===== src/rtl/alu_drv_pkg.sv =====
// Shared types and constants for the ALU request driver.
// Holds the FSM state encoding, the registered ALU request payload,
// the ALU opcode constants and the default WAIT timeout.
package alu_drv_pkg;

    localparam int unsigned DATA_W          = 64;
    localparam int unsigned OP_W            = 4;
    localparam int unsigned DEFAULT_TIMEOUT = 16;

    // ALU opcodes
    localparam logic [OP_W-1:0] OP_AND    = 4'b0000;
    localparam logic [OP_W-1:0] OP_OR     = 4'b0001;
    localparam logic [OP_W-1:0] OP_ADD    = 4'b0011;
    localparam logic [OP_W-1:0] OP_POPCNT = 4'b1000;

    typedef enum logic [1:0] {
        IDLE  = 2'd0,
        ISSUE = 2'd1,
        WAIT  = 2'd2,
        RESP  = 2'd3
    } drv_state_e;

    // Operand/opcode bundle presented to the ALU
    typedef struct packed {
        logic [DATA_W-1:0] a;
        logic [DATA_W-1:0] b;
        logic [OP_W-1:0]   op;
    } alu_req_t;

endpackage


===== src/rtl/alu_req_driver.sv =====
// alu_req_driver: initiator side of the multi-cycle ALU valid_i/valid_o
// interface. Accepts one request at a time from an upstream ready/valid
// channel, pulses alu_valid_i for one cycle, waits for alu_valid_o,
// captures alu_z and returns it with its tag on a ready/valid response
// channel.
//
// Ports:
//   clk, rst            clock, synchronous active-low reset
//   req_valid/req_ready request handshake; req_a, req_b, req_op, req_tag
//   alu_a/alu_b/alu_op  registered operands, stable from accept to next accept
//   alu_valid_i         one-cycle issue pulse to the ALU
//   alu_z/alu_valid_o   ALU result and completion strobe
//   rsp_valid/rsp_ready response handshake; rsp_z, rsp_tag, rsp_err
//
// Build option:
//   ALU_DRV_TIMEOUT_EN  when defined, WAIT is abandoned after TIMEOUT cycles
//                       with rsp_err = 1 and rsp_z = 0; otherwise rsp_err = 0
//                       and WAIT only exits on alu_valid_o.
module alu_req_driver
    import alu_drv_pkg::*;
#(
    parameter int unsigned TAG_W   = 4,
    parameter int unsigned TIMEOUT = DEFAULT_TIMEOUT
) (
    input  logic              clk,
    input  logic              rst,
    input  logic              req_valid,
    output logic              req_ready,
    input  logic [DATA_W-1:0] req_a,
    input  logic [DATA_W-1:0] req_b,
    input  logic [OP_W-1:0]   req_op,
    input  logic [TAG_W-1:0]  req_tag,
    output logic [DATA_W-1:0] alu_a,
    output logic [DATA_W-1:0] alu_b,
    output logic [OP_W-1:0]   alu_op,
    output logic              alu_valid_i,
    input  logic [DATA_W-1:0] alu_z,
    input  logic              alu_valid_o,
    output logic              rsp_valid,
    input  logic              rsp_ready,
    output logic [DATA_W-1:0] rsp_z,
    output logic [TAG_W-1:0]  rsp_tag,
    output logic              rsp_err
);

    // A zero timeout would make WAIT meaningless
    if (TIMEOUT == 0) begin : g_timeout_chk
        $error("alu_req_driver: TIMEOUT must be nonzero");
    end

    drv_state_e        state_q, state_d;
    alu_req_t          req_q, req_d;
    logic [TAG_W-1:0]  tag_q, tag_d;
    logic [DATA_W-1:0] z_q, z_d;
    logic              req_ready_q, req_ready_d;
    logic              alu_valid_q, alu_valid_d;
    logic              rsp_valid_q, rsp_valid_d;

`ifdef ALU_DRV_TIMEOUT_EN
    localparam int unsigned CNT_W = $clog2(TIMEOUT + 1);

    logic [CNT_W-1:0] cnt_q, cnt_d;
    logic             err_q, err_d;
    logic             timeout_hit_c;

    assign timeout_hit_c = (cnt_q == CNT_W'(TIMEOUT - 1));
`endif

    // State and output registers
    always_ff @(posedge clk) begin
        if (!rst) begin
            state_q     <= IDLE;
            req_q       <= '0;
            tag_q       <= '0;
            z_q         <= '0;
            req_ready_q <= 1'b1;
            alu_valid_q <= 1'b0;
            rsp_valid_q <= 1'b0;
        end else begin
            state_q     <= state_d;
            req_q       <= req_d;
            tag_q       <= tag_d;
            z_q         <= z_d;
            req_ready_q <= req_ready_d;
            alu_valid_q <= alu_valid_d;
            rsp_valid_q <= rsp_valid_d;
        end
    end

`ifdef ALU_DRV_TIMEOUT_EN
    // WAIT cycle counter and error flag
    always_ff @(posedge clk) begin
        if (!rst) begin
            cnt_q <= '0;
            err_q <= 1'b0;
        end else begin
            cnt_q <= cnt_d;
            err_q <= err_d;
        end
    end
`endif

    // Next-state and next-output logic
    always_comb begin
        state_d = state_q;
        req_d   = req_q;
        tag_d   = tag_q;
        z_d     = z_q;
`ifdef ALU_DRV_TIMEOUT_EN
        cnt_d   = cnt_q;
        err_d   = err_q;
`endif

        unique case (state_q)
            IDLE: begin
                if (req_valid) begin
                    req_d.a  = req_a;
                    req_d.b  = req_b;
                    req_d.op = req_op;
                    tag_d    = req_tag;
                    state_d  = ISSUE;
                end
            end
            // alu_valid_o here may be left over from the previous op; ignore it
            ISSUE: begin
`ifdef ALU_DRV_TIMEOUT_EN
                cnt_d   = '0;
`endif
                state_d = WAIT;
            end
            WAIT: begin
                if (alu_valid_o) begin
                    z_d     = alu_z;
                    state_d = RESP;
`ifdef ALU_DRV_TIMEOUT_EN
                    err_d   = 1'b0;
                end else if (timeout_hit_c) begin
                    z_d     = '0;
                    err_d   = 1'b1;
                    state_d = RESP;
                end else begin
                    cnt_d   = cnt_q + CNT_W'(1);
`endif
                end
            end
            RESP: begin
                if (rsp_ready) begin
                    state_d = IDLE;
                end
            end
            default: state_d = IDLE;
        endcase

        req_ready_d = (state_d == IDLE);
        alu_valid_d = (state_d == ISSUE);
        rsp_valid_d = (state_d == RESP);
    end

    assign req_ready   = req_ready_q;
    assign alu_a       = req_q.a;
    assign alu_b       = req_q.b;
    assign alu_op      = req_q.op;
    assign alu_valid_i = alu_valid_q;
    assign rsp_valid   = rsp_valid_q;
    assign rsp_z       = z_q;
    assign rsp_tag     = tag_q;
`ifdef ALU_DRV_TIMEOUT_EN
    assign rsp_err     = err_q;
`else
    assign rsp_err     = 1'b0;
`endif

endmodule


===== config.mk =====
export PLATFORM = sky130hd
export DESIGN_NAME = alu_req_driver
export DESIGN_NICKNAME = d
export VERILOG_FILES = /design/src/rtl/alu_drv_pkg.sv /design/src/rtl/alu_req_driver.sv
export SDC_FILE = /design/constraint.sdc
export NUM_CORES = 1
export LEC_CHECK = 0
export CORE_AREA = 2 2 158 160
export DETAILED_ROUTE_END_ITERATION = 8
export DIE_AREA = 0 0 160 162
export DONT_BUFFER_PORTS = 1
export PLACE_DENSITY = 0.54
export SLEW_MARGIN = 40
export SYNTH_ARGS = -nofsm -noshare
export SYNTH_HDL_FRONTEND = slang
export SYNTH_SLANG_ARGS = --single-unit

===== constraint.sdc =====
create_clock -name clk -period 2.11 [get_ports clk]
set_input_delay 0.422 -clock clk [delete_from_list [all_inputs] [get_ports clk]]
set_output_delay 0.422 -clock clk [all_outputs]
set_load 0.01 [all_outputs]

=== Word-level counts from Yosys, hierarchy flattened ===
Index checks and enable logic that the tools add are counted.

* Equal/unequal tests: 5
* Multiplexer cells: 4
* Reduce and logical (&&, ||, !) cells: 4

{| class="wikitable"
|+ Operators by type and width
! kind !! count
|-
| 2-bit case mux with 4 select lines || 1
|-
| 2-bit equality test (second input constant) || 3
|-
| 2-bit two-way mux || 3
|-
| 2-bit by 1-bit equality test with 1-bit output (second input constant) || 2
|-
| 2-bit logical NOT || 2
|-
| 2-bit AND reduction || 2
|}

* Bits in registers: 205
* Word-level logic and storage cells: 22

=== Longest topological paths before layout ===
* Word-level depth: 3
* Gate-level depth with buffers: 7
* Mapped depth without buffers: 3

=== Least setup slack after synthesis ===
No wires, ideal clock.

* Path kind: input to register
* Start point: input rst
* End point: register req_q, in the netlist alu_a[31]
* Setup time: 74 ps
* Data arrival time: 1275 ps
* Slack: 760 ps
* Stages: 5
* Cell sequence: buf_2 > clkbuf_1 > clkbuf_1 > nand3_1 > o21ai_0

{| class="wikitable"
|+ RTL lines
! element !! RTL line !! RTL
|-
| from (decl) || alu_req_driver.sv:26 || <nowiki>input logic rst,</nowiki>
|-
| to (signal assigned) || alu_req_driver.sv:81 || <nowiki>req_q <= req_d;</nowiki>
|-
| to (decl) || alu_req_driver.sv:52 || <nowiki>alu_req_t req_q, req_d;</nowiki>
|}

=== Worst setup path in the final report ===
* Start point: register state_q[0]
* End point: register req_q, in the netlist alu_a[20]

* Word-level cells in the longest chain between the ends: 2

{| class="wikitable"
|+ Ends and longest elaborated chain
! element !! RTL line !! RTL
|-
| from (decl) || alu_req_driver.sv:51 || <nowiki>drv_state_e state_q, state_d;</nowiki>
|-
| from (signal assigned) || alu_req_driver.sv:80 || <nowiki>state_q <= state_d;</nowiki>
|-
| 2-bit logical NOT || alu_req_driver.sv:114 || <nowiki>unique case (state_q)</nowiki>
|-
| 2-bit AND reduction (no source line) || -- ||
|}

No other way between the ends.
A chain may end at the register's enable or synchronous reset.

==> results_dict.tcl <==
set metrics [dict create \
    slew_viol_final 0 \
    clock_sinks 205 \
    layout.nets 1056 \
    avgViaCountPerCell 4.85 \
    cp.buffers_inverters 2 \
    overflow 0 \
    p_leak_nw 2.85 \
    cts_tree "yes" \
    period_needed_ns 1.59 \
    die_area_um2 25900 \
    r2r_cells 5 \
    clk_latency_ns 0.49 \
    io_buffers 0 \
    slowest_delay_ns 0.39 \
    cts_max_level 1 \
    holdWs_ns 0.0610 \
    setup_viol 0 \
    die_x_um 160 \
    required_ns 2.52 \
    grt_max_degree 406 \
    cp_top_family "buffers and inverters" \
    relSlewSlack_pct 48.4 \
    drt-pass1-iter-count 5 \
    grt_setup_unrepaired "no" \
    cts_buffers 22 \
    core-area_um2 24100 \
    gp_congestion 0.726 \
    syn_area_um2 7420 \
    synth_area_leaders "dfxtp_1 55%, nand3_1 14%, o21ai_0 13%" \
    yosysTopAreaCell "dfxtp_1" \
    initial_core_util_pct 30.8 \
    syn-instance-count 911 \
    cap_viol_max_count 0 \
    drive_above_1_share_pct 4.84 \
    wl_mm 18.9 \
    postCtsSetupBuffers 0 \
    synth-seq-area-share_pct 55.3 \
    cts_resized 0 \
    clock.fmax_ghz 0.629 \
    syn_nets 1116 \
    path_class "flop to flop" \
    critPathSlowestCell "dfxtp_1" \
    path_max_fanout 61 \
    synth_top_area_share_pct 55.3 \
    drt_iter0_drc 599 \
    final_core_util_pct 34.0 \
    cts_hold_buf 0 \
    yosysWarnings 0 \
    cts.path.max_buffers 3 \
    synth_cell_types 21 \
    grt_util_all_layers_pct 13.1 \
    cp.arrival_ns 2.00 \
    hp-class "primary input to flop" \
    syn_to_final_growth_pct 10.4 \
    status "complete, no violations" \
    via_count 5777 \
    antenna_found_initial 1 \
    end_kind "flop" \
    yosysMostFrequentCell "dfxtp_1" \
    cts_root_buffer "clkbuf_16" \
    hold_viol 0 \
    core.rowCount 57 \
    start_kind "flop" \
    drc_errors 0 \
    synth_edf_count 0 \
    ys_ff_latch 205 \
    first_global_vias 5090 \
    path_clk_slew_ns 0.06 \
    syn_area_per_cell_um2 8.15 \
    yosys-top-cells-count "205 x dfxtp_1, 201 x nand3_1, 200 x nand2_1" \
    postRouteAntennaNets 0 \
    power_mw 8.62 \
    grt_pass1_wl_mm 28.0 \
    dp_hpwl_mm 12.9 \
    post-route-period-util_pct 75.3 \
    die_y_um 162 \
    hold_depth 2 \
    synthFlopType "dfxtp_1" \
    io-pin-count 409 \
    skew_ns 0.00696 \
    synthArstFlopShare_pct 0 \
    wl_per_cell_um 15.9 \
    cp.depth 5 \
    worstMarginPinSlew_ns 0.774 \
    irDropWorstVdd_v 0.000564 \
    crit_chain "nor3b_4 > buf_12 > buf_4 > nand3_1 > o21ai_0" \
    power_density_nw_per_um2 1050 \
    setup_tns_ns 0 \
]
==> state kept, by name, summed over array words and instances (netlist names) <==
register and count:
alu_b 64, rsp_z 64, state_q 2, alu_a 64, rsp_valid 1, alu_valid_i 1
rsp_tag 4, req_ready 1, alu_op 4
==> cells by family after synthesis <==
logic type      count (synthesis)  synth area share, %
simple gates                  407                 24.3
compound gates                203                 13.8
mux                             2                0.270
other cells                     1               0.0505
flops                         205                 55.3
buf+inv                        93                 6.29
==> cells in the final DEF (no fill, tap or decap), types with 2 or more instances in the layout <==
cell type    n
clkinv_2     4
clkbuf_16   23
o21ai_1     11
clkbuf_1     7
dfxtp_1    205
clkbuf_8     5
buf_4        5
nand3_1    201
and2_1       2
mux2i_1      2
nand3b_1     2
nand2_1    200
o21ai_0    190
buf_12       3
==> worst paths after layout <==
kind                            end  slack (ns)              startpoint
max          alu_a[20]$_SDFFE_PN0P_        0.52   state_q[0]$_SDFF_PN0_
min          alu_a[60]$_SDFFE_PN0P_        0.06               req_a[60]
max reg2reg  alu_a[20]$_SDFFE_PN0P_        0.52   state_q[0]$_SDFF_PN0_
min reg2reg  alu_b[51]$_SDFFE_PN0P_        0.50  alu_b[51]$_SDFFE_PN0P_
==> layer usage <==
metal  part of all wire, %  track usage, %  wire [µm]
met5                     0               0          0
met3                    12            5.77       2220
met1                    38            14.9       7210
met2                    48            22.5       9100
met4                   1.9            3.77        363
==> metrics by stage <==
step | std cells | instance area (µm²) | setup slack (ns)
floorplan | 911 | 7420 | 0.760
global route | 1191 | 8190 | 0.398
global placement | 1151 | 7470 | 0.570
finish | 1192 | 8190 | 0.520
CTS | 1191 | 8190 | 0.535
detailed placement | 1151 | 7470 | 0.532
==> power by group <==
part	leakage [nW]	switching [mW]	internal [mW]
sequential	1.68	0.298	4.12
clock	0.357	1.48	2.29
combinational	0.816	0.272	0.162
==> area by class of cell <==
class,instances,area (µm²)
fillers,2542,15900
multi-input cells,613,2860
well taps,324,405
clock inverters,5,50.0
flip-flops and latches,205,4100
repair buffers,8,97.6
inverters,1,3.75
clock buffers,35,671
diodes,1,2.50
(Power assumes the default switching activity.)
